===== src/rtl/cascade_scheduler.sv =====
// Round-robin sharing of the generate_cascade engine among NUM_REQ requesters, with a post-cascade strip gap.
// Define CASCADE_TIMEOUT_EN to add a sticky WAIT_DONE watchdog that reports through error.
module cascade_scheduler #(
   parameter int NUM_REQ        = 2,
   parameter int num_leds       = 10,
   parameter int POS_W          = $clog2(num_leds) + 1,
   parameter int GAP_CYCLES     = 5000,
   parameter int TIMEOUT_CYCLES = 2000000
) (
   input  logic                     clk_100mhz,
   input  logic                     sys_rst_n,
   input  logic [NUM_REQ-1:0]       req,
   input  logic [NUM_REQ*POS_W-1:0] req_position,
   output logic [NUM_REQ-1:0]       grant,
   output logic [NUM_REQ-1:0]       done,
   output logic                     start_cascade,
   output logic [POS_W-1:0]         current_position,
   input  logic                     finished_cascade,
   output logic                     busy,
   output logic                     error
);

   localparam int CNT_MAX = (GAP_CYCLES > TIMEOUT_CYCLES) ? GAP_CYCLES : TIMEOUT_CYCLES;
   localparam int CNT_W   = (CNT_MAX < 1) ? 1 : $clog2(CNT_MAX + 1);
   localparam int PTR_W   = (NUM_REQ > 1) ? $clog2(NUM_REQ) : 1;
   localparam logic [POS_W-1:0] LAST_POS = POS_W'(num_leds - 1);

   typedef enum logic [1:0] {IDLE, WAIT_DONE, GAP} state_t;

   state_t             r_state;
   logic [PTR_W-1:0]   r_ptr;
   logic [CNT_W-1:0]   r_cnt;
   logic               r_armed;
   logic [NUM_REQ-1:0] r_grant;
   logic [NUM_REQ-1:0] r_done;
   logic               r_start;
   logic               r_busy;
   logic [POS_W-1:0]   r_pos;

   logic               w_found;
   logic [PTR_W-1:0]   w_sel;
   logic [PTR_W-1:0]   w_cand;
   int                 w_idx;
   logic [POS_W-1:0]   w_pos_raw;
   logic [POS_W-1:0]   w_pos;

   // Scan starts one past the last winner so every requester gets a turn.
   always_comb begin
      w_found = 1'b0;
      w_sel   = r_ptr;
      w_cand  = r_ptr;
      w_idx   = 0;
      for (int k = 1; k <= NUM_REQ; k++) begin
         w_idx = int'(r_ptr) + k;
         if (w_idx >= NUM_REQ) w_idx = w_idx - NUM_REQ;
         w_cand = PTR_W'(w_idx);
         if (!w_found && req[w_cand]) begin
            w_found = 1'b1;
            w_sel   = w_cand;
         end
      end
   end

   assign w_pos_raw = req_position[int'(w_sel)*POS_W +: POS_W];
   assign w_pos     = (w_pos_raw > LAST_POS) ? LAST_POS : w_pos_raw;

`ifdef CASCADE_TIMEOUT_EN
   logic r_error;
   assign error = r_error;
`else
   assign error = 1'b0;
`endif

   always_ff @(posedge clk_100mhz or negedge sys_rst_n) begin
      if (!sys_rst_n) begin
         r_state <= IDLE;
         r_ptr   <= PTR_W'(NUM_REQ - 1);
         r_cnt   <= '0;
         r_armed <= 1'b0;
         r_grant <= '0;
         r_done  <= '0;
         r_start <= 1'b0;
         r_busy  <= 1'b0;
         r_pos   <= '0;
`ifdef CASCADE_TIMEOUT_EN
         r_error <= 1'b0;
`endif
      end else begin
         r_grant <= '0;
         r_done  <= '0;
         r_start <= 1'b0;
         case (r_state)
            IDLE: begin
               if (w_found) begin
                  r_grant[w_sel] <= 1'b1;
                  r_start        <= 1'b1;
                  r_pos          <= w_pos;
                  r_ptr          <= w_sel;
                  r_armed        <= 1'b0;
                  r_cnt          <= '0;
                  r_state        <= WAIT_DONE;
                  r_busy         <= 1'b1;
               end
            end
            WAIT_DONE: begin
               // The start cycle itself never counts as completion.
               r_armed <= 1'b1;
               if (r_armed && finished_cascade) begin
                  r_done[r_ptr] <= 1'b1;
                  if (GAP_CYCLES == 0) begin
                     r_state <= IDLE;
                     r_busy  <= 1'b0;
                  end else begin
                     r_state <= GAP;
                     r_cnt   <= CNT_W'(GAP_CYCLES - 1);
                  end
               end
`ifdef CASCADE_TIMEOUT_EN
               else if (r_cnt == CNT_W'(TIMEOUT_CYCLES - 1)) begin
                  r_error <= 1'b1;
                  if (GAP_CYCLES == 0) begin
                     r_state <= IDLE;
                     r_busy  <= 1'b0;
                  end else begin
                     r_state <= GAP;
                     r_cnt   <= CNT_W'(GAP_CYCLES - 1);
                  end
               end else begin
                  r_cnt <= r_cnt + CNT_W'(1);
               end
`endif
            end
            GAP: begin
               if (r_cnt == '0) begin
                  r_state <= IDLE;
                  r_busy  <= 1'b0;
               end else begin
                  r_cnt <= r_cnt - CNT_W'(1);
               end
            end
            default: begin
               r_state <= IDLE;
               r_busy  <= 1'b0;
            end
         endcase
      end
   end

   assign grant            = r_grant;
   assign done             = r_done;
   assign start_cascade    = r_start;
   assign current_position = r_pos;
   assign busy             = r_busy;

endmodule


===== config.mk =====
export PLATFORM = sky130hd
export DESIGN_NAME = cascade_scheduler
export DESIGN_NICKNAME = d
export VERILOG_FILES = /design/src/rtl/cascade_scheduler.sv
export SDC_FILE = /design/constraint.sdc
export NUM_CORES = 1
export LEC_CHECK = 0
export BUFFER_PORTS_ARGS = -buffer_cell sky130_fd_sc_hd__buf_4
export CAP_MARGIN = 10
export CORE_MARGIN = 2
export CORE_UTILIZATION = 40
export CTS_CLUSTER_DIAMETER = 120
export CTS_CLUSTER_SIZE = 12
export DETAILED_ROUTE_END_ITERATION = 8
export PLACE_DENSITY = 0.66
export SYNTH_ARGS = -nofsm -noshare
export SYNTH_HDL_FRONTEND = slang
export SYNTH_SLANG_ARGS = --single-unit

===== constraint.sdc =====
create_clock -name clk_100mhz -period 5.9 [get_ports clk_100mhz]
set_input_delay 0.295 -clock clk_100mhz [delete_from_list [all_inputs] [get_ports clk_100mhz]]
set_output_delay 0.295 -clock clk_100mhz [all_outputs]
set_load 0.01 [all_outputs]

---- Word level (Yosys, flattened, before mapping) ----
Index checks and enable logic that the tools add are counted.
word-level totals
  register bits after elaboration ......... 36
  output and inout bits ................... 12
cells by class
  add/sub/neg operators ................... 5
  multipliers ............................. 1
  $lt $le $gt $ge ......................... 9
  eq/ne operators ......................... 6
  shift operators ......................... 1
  multiplexer cells ....................... 34
  bitwise gates (word level) .............. 1
  reduce and logical (&&, ||, !) cells .... 14
operators by type and width
  operator                                                    number
  2-to-1 mux 21 bit                                           3
  one-hot mux 21 bit (3 select lines)                         1
  logical NOT 21 bit                                          1
  subtractor 21 x 1 -> 21 bit, second input constant          1
  2-to-1 mux 1 bit                                            17
  2-to-1 mux 2 bit                                            7
  variable part select 10 x 5 -> 5 bit                        1
  less-than comparator 1 x 2 -> 1 bit, second input constant  4
  inequality test 2 bit, second input constant                4
  one-hot mux 2 bit (3 select lines)                          1
  AND reduction 3 bit                                         2
  > comparator 5 x 4 -> 1 bit, second input constant          1
  2-to-1 mux 5 bit                                            1
  logical AND 1 bit                                           4
  multiplier 1 x 3 -> 4 bit, second input constant            1
  AND reduction 2 bit                                         2
  AND reduction 4 bit                                         1
  adder 1 x 2 -> 3 bit, second input constant                 1
  >= comparator 3 x 2 -> 1 bit, second input constant         1
  one-hot mux 1 bit (3 select lines)                          1
  nonzero test 3 bit                                          1
  adder 1 x 1 -> 2 bit, second input constant                 1
  demux 1 bit (select 1 bit)                                  2
  equality test 2 x 1 -> 1 bit, second input constant         1
  other kinds (9)                                             11

---- Depth between registers and ports, before layout ----
Gate-level depths: netlist of the first run.
  depth in word-level cells ............... 15
  mapped depth ............................ 8
  depth with buffers taken out ............ 7

---- Least setup slack after synthesis of the first run ----
No wires, ideal clock.
  path kind ............................... register -> register
  start point ............................. register r_cnt[0]
  end point ............................... register r_cnt[16]
  arrival time ............................ 2140 ps
  required time ........................... 5823 ps
  path slack .............................. 3682 ps
  cell stages (with the launch flop) ...... 9
  cells stage by stage .................... dfrtp_1 inv_1 ha_1 or3b_2 clkbuf_1 nor4_4 o311ai_1 or4_1 a21oi_1
between the ends
  cells in the longest elaborated chain, start to end .. 3
RTL lines
  item                                                                               RTL line  RTL
  start: declaration                                                                 32        logic [CNT_W-1:0] r_cnt;
  start signal: assignment                                                           115       r_cnt <= CNT_W'(GAP_CYCLES - 1);
  start signal: assignment                                                           138       r_cnt <= r_cnt - CNT_W'(1);
  subtractor 21 x 1 -> 21 bit / logical NOT 21 bit (equally long branches)           138, 134
  2-to-1 mux 21 bit / inequality test 2 bit (equally long branches)                  --
  one-hot mux 21 bit (3 select lines) / AND reduction 4 bit (equally long branches)  --
Several ways; a longest one is shown, not always the timed one. The select of a mux whose other input is x is not followed.
A chain may end at the register's enable or synchronous reset.

---- Worst setup path after layout of the first run ----
  start point ............................. register r_state[1]
  end point ............................... register r_cnt[15]
between the ends
  cells in the longest elaborated chain, start to end .. 3
RTL lines
  item                                                                          RTL line  RTL
  start: declaration                                                            30        state_t r_state;
  start signal: assignment                                                      76        r_state <= IDLE;
  start signal: assignment                                                      101       r_state <= WAIT_DONE;
  start signal: assignment                                                      111       r_state <= IDLE;
  equality test 2 bit, or another cell as far along                             92        case (r_state)
  inequality test 2 bit (no line) / nonzero test 3 bit (equally long branches)  --
  AND reduction 4 bit (no line)                                                 --
Several ways; a longest one is shown, not always the timed one.

==> results of run 1 <==
[critical path, cell delays in order (launching register included)]
cell and delay, ns:
sky130_fd_sc_hd__dfrtp_1 0.40, sky130_fd_sc_hd__inv_1 0.08, sky130_fd_sc_hd__ha_1 0.36, sky130_fd_sc_hd__a221oi_2 0.53, sky130_fd_sc_hd__o21ai_1 0.49, sky130_fd_sc_hd__or2_2 0.53, sky130_fd_sc_hd__o41ai_1 0.27
[power groups by stage]
stage / Combinational (mW) / Clock (mW) / Sequential [mW]
after floorplan: 0.496 / 0 / 0.401
after global placement: 0.668 / 0 / 0.402
after CTS: 0.671 / 0.220 / 0.400
after global routing: 0.754 / 0.229 / 0.413
final: 0.662 / 0.215 / 0.399
after detailed placement: 0.669 / 0 / 0.403
[metrics by stage]
stage                     hold slack [ns]  instance area (sq um)
final                               0.296                   2260
after global routing                0.301                   2260
after CTS                           0.288                   2260
after detailed placement            0.282                   2140
after global placement              0.284                   2140
after floorplan                 -0.000591                   1920
[worst paths after layout]
| kind | start | to | slack [ns] | depth (start not counted) |
|---|---|---|---|---|
| max | r_state[1]$_DFFE_PN0P_ | r_cnt[15]$_DFFE_PN0P_ | 3.11 | 6 |
| min | finished_cascade | done[0]$_DFF_PN0_ | 0.30 | 3 |
| max reg2reg | r_state[1]$_DFFE_PN0P_ | r_cnt[15]$_DFFE_PN0P_ | 3.11 | 6 |
| min reg2reg | current_position[1]$_DFFE_PN0P_ | current_position[1]$_DFFE_PN0P_ | 0.48 | 2 |
| max in group asynchronous | sys_rst_n | r_ptr$_DFFE_PN1P_ | 5.06 | 2 |
| min in group asynchronous | sys_rst_n | r_cnt[10]$_DFFE_PN0P_ | 0.50 | 2 |
[routing by layer]
| metal | share of wire | global-route usage |
|---|---|---|
| met4 | 0.0091 | 0.0626 |
| met1 | 0.48 | 0.228 |
| met5 | 0 | 0 |
| met2 | 0.46 | 0.255 |
| met3 | 0.057 | 0.0466 |
[state kept, by name, indices dropped and copies added, names as in the netlist]
signal / cells
busy: 1
current_position: 5
done: 2
grant: 2
r_armed: 1
r_cnt: 21
r_ptr: 1
r_state: 2
start_cascade: 1
[final cells by class]
type | instances | area [sq um] | area share
flip-flops and latches | 36 | 902 | 0.400
well taps | 54 | 67.6 | 0.0299
repair buffers | 26 | 198 | 0.0876
multi-input cells | 158 | 937 | 0.415
inverters | 11 | 41.3 | 0.0183
clock buffers | 5 | 68.8 | 0.0305
clock inverters | 3 | 42.5 | 0.0188
[synthesized netlist by cell type, types with 2 or more instances]
cell type                  instances  area [sq um]
sky130_fd_sc_hd__nor2_1           21          78.8
sky130_fd_sc_hd__buf_2             2          10.0
sky130_fd_sc_hd__nand3_1           5          25.0
sky130_fd_sc_hd__ha_1              6          75.1
sky130_fd_sc_hd__mux2_2            2          22.5
sky130_fd_sc_hd__o21ai_0          37           185
sky130_fd_sc_hd__dfrtp_1          35           876
sky130_fd_sc_hd__mux2i_1           2          20.0
sky130_fd_sc_hd__or4_1             3          22.5
sky130_fd_sc_hd__o41ai_1           3          26.3
sky130_fd_sc_hd__clkbuf_1          6          22.5
sky130_fd_sc_hd__nand2_1          16          60.1
sky130_fd_sc_hd__nor3_1            8          40.0
sky130_fd_sc_hd__o31ai_1           5          37.5
sky130_fd_sc_hd__inv_1            11          41.3
sky130_fd_sc_hd__a21oi_1          13          65.1
sky130_fd_sc_hd__o21ai_1           3          15.0
sky130_fd_sc_hd__and2_1            3          18.8
sky130_fd_sc_hd__o21a_1            2          15.0
sky130_fd_sc_hd__or3_1             5          31.3
sky130_fd_sc_hd__a31oi_1           8          50.1
[cell families (layout without fill, tap and decap cells)]
family	after synthesis	in the layout
muxes	4	4
adders and majority gates	6	6
other	1	1
AOI/OAI and AO/OA	76	76
DFF	36	36
buffers and inverters	20	45
and+or+nand+nor	71	71
==> impl_metrics.prom, run 1 <==
# TYPE chip_impl_metric gauge
chip_impl_info{name="outcome",value="completed"} 1
chip_impl_metric{name="synth_nets",unit=""} 235
chip_impl_info{name="largest_family_of_logic_cells_by_synthesized_area",value="compound AO/OA/AOI/OAI gates"} 1
chip_impl_metric{name="maxSlewViolCount",unit=""} 0
chip_impl_metric{name="dr.pass1.iters",unit=""} 4
chip_impl_info{name="synthFlopType",value="sky130_fd_sc_hd__dfrtp_1"} 1
chip_impl_metric{name="total_power",unit="mW"} 1.28
chip_impl_metric{name="die_height",unit="um"} 73.3
chip_impl_metric{name="power.net_switching",unit="mW"} 0.568
chip_impl_metric{name="clock_latency",unit="ns"} 0.29
chip_impl_metric{name="async_reset_ff_frac",unit=""} 1.00
chip_impl_metric{name="dp.final_hpwl",unit="um"} 2910
chip_impl_metric{name="finalCritPeriodShare",unit=""} 0.472
chip_impl_metric{name="grtUsageTotal",unit=""} 0.167
chip_impl_metric{name="synth_sequential_area_ratio",unit=""} 0.470
chip_impl_metric{name="coreArea",unit="sq um"} 4660
chip_impl_info{name="setup.worst_path.end_class",value="flop"} 1
chip_impl_metric{name="critical_path_peak_fanout",unit=""} 19
chip_impl_metric{name="fin_setup_tns",unit="ns"} 0
chip_impl_metric{name="buffers_added_on_ports",unit=""} 25
chip_impl_metric{name="drt_drc_violations_left",unit=""} 0
chip_impl_metric{name="netlist-cell-type-count",unit=""} 39
chip_impl_metric{name="powerDensity",unit="nW/um^2"} 565
chip_impl_metric{name="fraction_of_the_mapped_netlist_area_in_compound_gates",unit=""} 0.229
chip_impl_metric{name="worst_setup_hold_path_clk_slew",unit="ns"} 0.08
chip_impl_info{name="criticalPathCategory",value="reg2reg"} 1
chip_impl_metric{name="first_global_vias",unit=""} 1553
chip_impl_metric{name="cts_buffer_depth",unit=""} 2
chip_impl_metric{name="cts_repair_resize_count",unit=""} 0
chip_impl_metric{name="floorplan.io_pins",unit=""} 27
chip_impl_metric{name="die_x",unit="um"} 73.3
chip_impl_metric{name="number_of_nets_with_antenna_violations_after_detailed_routing",unit=""} 0
chip_impl_metric{name="cp_data_arrival_time",unit="ns"} 2.96
chip_impl_metric{name="power.share.combinational",unit=""} 0.519
chip_impl_metric{name="layout_setup_ws",unit="ns"} 3.11
chip_impl_info{name="cp-start-kind",value="flop"} 1
chip_impl_metric{name="synth_adder_area_share",unit=""} 0.0391
chip_impl_metric{name="synth-xor-area-share",unit=""} 0
chip_impl_metric{name="area_growth",unit="%"} 17.5
chip_impl_metric{name="worst_slew_margin_rel",unit=""} 0.302
chip_impl_metric{name="worst_pin_slew",unit="ns"} 1.04
chip_impl_metric{name="sw_frac_of_total",unit=""} 0.445
chip_impl_metric{name="gp_congestion",unit=""} 0.833
chip_impl_metric{name="final_cells",unit=""} 293
chip_impl_metric{name="cts.sink_count",unit=""} 36
chip_impl_metric{name="nets",unit=""} 259
chip_impl_metric{name="post_synth_and_or_nand_nor_area_fraction",unit=""} 0.195
chip_impl_metric{name="hold_violations",unit=""} 0
chip_impl_metric{name="maxClockFrequency",unit="MHz"} 359
chip_impl_metric{name="utilization",unit=""} 0.484
chip_impl_metric{name="finalCriticalPeriod",unit="ns"} 2.79
chip_impl_metric{name="synthesis.yosys.warnings",unit=""} 0
chip_impl_metric{name="cts_made_buffers",unit=""} 5
chip_impl_metric{name="critPathRequiredTime",unit="ns"} 6.07
chip_impl_metric{name="postCtsSetupRepairBufs",unit=""} 0
chip_impl_metric{name="power.share.sequential",unit=""} 0.313
chip_impl_metric{name="finalWirelength",unit="um"} 3980
chip_impl_metric{name="synth_enable_flop_cells",unit=""} 0
chip_impl_metric{name="cap_violations",unit=""} 0
chip_impl_metric{name="grt-ovfl-total",unit=""} 0
chip_impl_info{name="layout_commonest_cell",value="sky130_fd_sc_hd__o21ai_0"} 1
chip_impl_metric{name="synthesis.area_per_instance",unit="sq um"} 8.97
chip_impl_metric{name="cts.hold.buffers_added",unit=""} 1
chip_impl_info{name="tritoncts",value="built"} 1
chip_impl_info{name="rsz_0062_raised_after_global_routing",value="no"} 1
chip_impl_metric{name="largest_net_degree_at_the_start_of_global_routing",unit=""} 37
chip_impl_metric{name="grt_antenna_before_repair",unit=""} 0
chip_impl_metric{name="via_count",unit=""} 1624
chip_impl_metric{name="core.rowCount",unit=""} 25
chip_impl_info{name="worstHoldPathType",value="in2reg"} 1
chip_impl_metric{name="floorplan.initialDensity",unit=""} 0.412
chip_impl_metric{name="syn-instance-count",unit=""} 214
chip_impl_metric{name="drt-initial-drc-count",unit=""} 99
chip_impl_metric{name="muxShareOfSynthArea",unit=""} 0.0221
chip_impl_metric{name="finalClockSkew",unit="ns"} 0.00784
chip_impl_metric{name="fillCellCount",unit=""} 432
chip_impl_metric{name="routed_length_per_placed_instance",unit="um"} 13.6
chip_impl_metric{name="via_per_inst",unit=""} 5.54
chip_impl_metric{name="design.die.area",unit="sq um"} 5370
chip_impl_metric{name="p_int",unit="mW"} 0.708
chip_impl_metric{name="first_pass_grt_wire_length",unit="um"} 6980
chip_impl_metric{name="power.share.clock",unit=""} 0.168
chip_impl_info{name="root_buffer",value="sky130_fd_sc_hd__clkbuf_8"} 1
chip_impl_metric{name="vdd_drop_max",unit="uV"} 245
chip_impl_metric{name="power.static_leakage",unit="nW"} 1.02
chip_impl_metric{name="post_synth_instance_area",unit="sq um"} 1920
chip_impl_metric{name="synth-seq-cells",unit=""} 36
chip_impl_metric{name="detailedPlace.worstSlack",unit="ns"} 3.14
chip_impl_info{name="most-common-layout-cells",value="sky130_fd_sc_hd__o21ai_0 (37), sky130_fd_sc_hd__dfrtp_1 (35), sky130_fd_sc_hd__buf_4 (25)"} 1
chip_impl_metric{name="htree_levels",unit=""} 2
chip_impl_metric{name="finalSetupViolations",unit=""} 0
chip_impl_metric{name="place_inst",unit=""} 284
chip_impl_metric{name="layout_cells_sized_above_1",unit=""} 0.180
chip_impl_metric{name="antenna_cells_inserted",unit=""} 0
Power figures use the tool's default switching activity.
==> run 2, diff against run 1 <==
==> constraint.sdc (replaced) <==
create_clock -name clk_100mhz -period 2.6 [get_ports clk_100mhz]
set_input_delay 0.13 -clock clk_100mhz [delete_from_list [all_inputs] [get_ports clk_100mhz]]
set_output_delay 0.13 -clock clk_100mhz [all_outputs]
set_load 0.01 [all_outputs]
==> impl_metrics.prom, run 2 (synthesis gave the netlist of run 1 again) <==
# TYPE chip_impl_metric gauge
chip_impl_metric{name="grtUsageTotal",unit=""} 0.177
chip_impl_metric{name="layout_cells_sized_above_1",unit=""} 0.197
chip_impl_info{name="crit-reg2reg-launch",value="r_cnt[0]$_DFFE_PN0P_"} 1
chip_impl_metric{name="design.die.area",unit="sq um"} 5370
chip_impl_metric{name="finalWirelength",unit="um"} 4190
chip_impl_info{name="criticalPathCategory",value="reg2reg"} 1
chip_impl_metric{name="met1Wirelength",unit="um"} 2040
chip_impl_metric{name="via_count",unit=""} 1657
chip_impl_metric{name="area_growth",unit="%"} 19.7
chip_impl_metric{name="largest_reg_flops",unit=""} 21
chip_impl_metric{name="die_x",unit="um"} 73.3
chip_impl_metric{name="finalCritPeriodShare",unit=""} 0.921
chip_impl_metric{name="finalCriticalPeriod",unit="ns"} 2.39
chip_impl_metric{name="buffers_added_on_ports",unit=""} 25
chip_impl_info{name="layout_commonest_cell",value="sky130_fd_sc_hd__o21ai_0"} 1
chip_impl_metric{name="floorplan.io_pins",unit=""} 27
chip_impl_metric{name="cp_data_arrival_time",unit="ns"} 2.61
chip_impl_info{name="largest_register",value="r_cnt"} 1
chip_impl_metric{name="power.share.sequential",unit=""} 0.299
chip_impl_metric{name="dr_wl_met2",unit="um"} 1860
chip_impl_info{name="worstHoldPathType",value="in2reg"} 1
chip_impl_metric{name="power.share.combinational",unit=""} 0.533
chip_impl_metric{name="p_int",unit="mW"} 1.68
chip_impl_metric{name="finalSetupViolations",unit=""} 0
chip_impl_metric{name="die_height",unit="um"} 73.3
chip_impl_metric{name="maxSlewViolCount",unit=""} 0
chip_impl_metric{name="core.rowCount",unit=""} 25
chip_impl_metric{name="worst_setup_hold_path_clk_slew",unit="ns"} 0.08
chip_impl_metric{name="drt_drc_violations_left",unit=""} 0
chip_impl_metric{name="grt_antenna_before_repair",unit=""} 0
chip_impl_info{name="tritoncts",value="built"} 1
chip_impl_metric{name="via_per_inst",unit=""} 5.56
chip_impl_info{name="most-common-layout-cells",value="sky130_fd_sc_hd__o21ai_0 (37), sky130_fd_sc_hd__dfrtp_1 (35), sky130_fd_sc_hd__buf_4 (30)"} 1
chip_impl_metric{name="routed-wl-met3",unit="um"} 233
chip_impl_metric{name="detailedPlace.worstSlack",unit="ns"} 0.268
chip_impl_metric{name="number_of_nets_with_antenna_violations_after_detailed_routing",unit=""} 0
chip_impl_metric{name="first_global_vias",unit=""} 1741
chip_impl_metric{name="layout_setup_ws",unit="ns"} 0.206
chip_impl_metric{name="fin_hold_ws",unit="ns"} 0.120
chip_impl_metric{name="cap_violations",unit=""} 0
chip_impl_metric{name="clock_latency",unit="ns"} 0.29
chip_impl_metric{name="antenna_cells_inserted",unit=""} 0
chip_impl_metric{name="dp.final_hpwl",unit="um"} 3080
chip_impl_metric{name="maxClockFrequency",unit="MHz"} 418
chip_impl_metric{name="powerDensity",unit="nW/um^2"} 1320
chip_impl_metric{name="cts_buffer_depth",unit=""} 2
chip_impl_metric{name="sw_frac_of_total",unit=""} 0.446
chip_impl_info{name="cp-start-kind",value="flop"} 1
chip_impl_info{name="rsz_0062_raised_after_global_routing",value="no"} 1
chip_impl_metric{name="fin_setup_tns",unit="ns"} 0
chip_impl_metric{name="grt-ovfl-total",unit=""} 0
chip_impl_metric{name="whs_path_depth",unit=""} 3
chip_impl_metric{name="critical_path_peak_fanout",unit=""} 7
chip_impl_metric{name="first_pass_grt_wire_length",unit="um"} 7520
chip_impl_metric{name="htree_levels",unit=""} 2
chip_impl_info{name="outcome",value="completed"} 1
chip_impl_metric{name="gp_congestion",unit=""} 0.827
chip_impl_info{name="setup.worst_path.end_class",value="flop"} 1
chip_impl_metric{name="worst_pin_slew",unit="ns"} 0.597
chip_impl_metric{name="cts_made_buffers",unit=""} 5
chip_impl_info{name="topRoutingLayerUsed",value="met4"} 1
chip_impl_metric{name="regToRegSetupSlack",unit="ns"} 0.21
chip_impl_info{name="timing.hold.worst_endpoint",value="done[1]$_DFF_PN0_"} 1
chip_impl_metric{name="hold_violations",unit=""} 0
chip_impl_metric{name="nets",unit=""} 264
chip_impl_info{name="worstReg2RegEnd",value="r_cnt[16]$_DFFE_PN0P_"} 1
chip_impl_metric{name="ff_to_ff_path_depth",unit=""} 7
chip_impl_metric{name="power.static_leakage",unit="nW"} 1.04
chip_impl_metric{name="finalClockSkew",unit="ns"} 0.00697
chip_impl_info{name="worst_hold_startpoint",value="finished_cascade"} 1
chip_impl_metric{name="power.share.clock",unit=""} 0.168
chip_impl_metric{name="worst_slew_margin_rel",unit=""} 0.599
chip_impl_metric{name="power.net_switching",unit="mW"} 1.35
chip_impl_metric{name="coreArea",unit="sq um"} 4660
chip_impl_metric{name="fillCellCount",unit=""} 436
chip_impl_metric{name="drt-initial-drc-count",unit=""} 96
chip_impl_metric{name="cts.sink_count",unit=""} 36
chip_impl_metric{name="dr.pass1.iters",unit=""} 4
chip_impl_metric{name="routed_length_per_placed_instance",unit="um"} 14.1
chip_impl_metric{name="critPathRequiredTime",unit="ns"} 2.82
chip_impl_metric{name="largest_net_degree_at_the_start_of_global_routing",unit=""} 37
chip_impl_info{name="root_buffer",value="sky130_fd_sc_hd__clkbuf_8"} 1
chip_impl_metric{name="floorplan.initialDensity",unit=""} 0.412
chip_impl_metric{name="vdd_drop_max",unit="uV"} 608
==> run 2: cell types whose count changed in the layout (fill, tap and decap cells not counted) <==
| cell | previous run | this run |
|---|---|---|
| sky130_fd_sc_hd__clkinv_2 | 1 | 0 |
| sky130_fd_sc_hd__buf_4 | 25 | 30 |
| sky130_fd_sc_hd__inv_6 | 0 | 1 |
==> run 2: through the flow <==
stage	power [mW]	instances	utilization	area [sq um]
floorplan	2.03	214	-	1920
global placement	2.50	289	0.466	2170
detailed placement	2.52	289	0.466	2170
CTS	3.04	298	0.493	2300
global route	3.30	298	0.493	2300
finish	3.03	298	0.493	2300
==> run 2: layout make-up <==
class                   count  area (sq um)  area share
clock buffers               5          68.8      0.0299
clock inverters             3          46.3      0.0201
inverters                  11          41.3      0.0180
multi-input cells         158           937       0.408
flip-flops and latches     36           902       0.392
well taps                  54          67.6      0.0294
repair buffers             31           235       0.102
==> run 2: metal layers <==
metal / global-route usage / vias up
met2: 0.290 / 41
met4: 0.0505 / 0
li1: - / 833
met5: 0 / -
met3: 0.0562 / 6
met1: 0.225 / 777
==> run 2: repair_timing <==
action                     CTS  global route
hold endpoints to repair    35             0
setup endpoints to repair    0             0
setup buffers                0             0
hold buffers                 1             0
gates resized for setup      0             0
==> run 2: power groups by stage <==
stage	clock, mW	sequential (mW)	combinational [mW]
4_1_cts	0.517	0.904	1.62
5_1_grt	0.546	0.936	1.82
3_3_place_gp	0	0.914	1.59
6_report	0.507	0.906	1.61
2_1_floorplan	0	0.909	1.13
3_5_place_dp	0	0.914	1.61
==> run 2: worst max-delay path by stage <==
stage | end | cells past startpoint | startpoint
2_1_floorplan | r_cnt[16]$_DFFE_PN0P_ | 8 | r_cnt[0]$_DFFE_PN0P_
3_3_place_gp | r_cnt[16]$_DFFE_PN0P_ | 7 | r_cnt[0]$_DFFE_PN0P_
3_5_place_dp | r_cnt[16]$_DFFE_PN0P_ | 7 | r_cnt[0]$_DFFE_PN0P_
4_1_cts | r_cnt[16]$_DFFE_PN0P_ | 7 | r_cnt[0]$_DFFE_PN0P_
5_1_grt | r_cnt[18]$_DFFE_PN0P_ | 7 | r_cnt[0]$_DFFE_PN0P_
6_report | r_cnt[16]$_DFFE_PN0P_ | 7 | r_cnt[0]$_DFFE_PN0P_
==> run 2: critical path, stage by stage, from the launching register on <==
cell and delay, ns:
sky130_fd_sc_hd__dfrtp_1 0.40, sky130_fd_sc_hd__inv_1 0.12, sky130_fd_sc_hd__ha_1 0.21, sky130_fd_sc_hd__or3b_2 0.57, sky130_fd_sc_hd__nor4_4 0.21, sky130_fd_sc_hd__o311ai_1 0.22
sky130_fd_sc_hd__or4_1 0.45, sky130_fd_sc_hd__a21oi_1 0.15
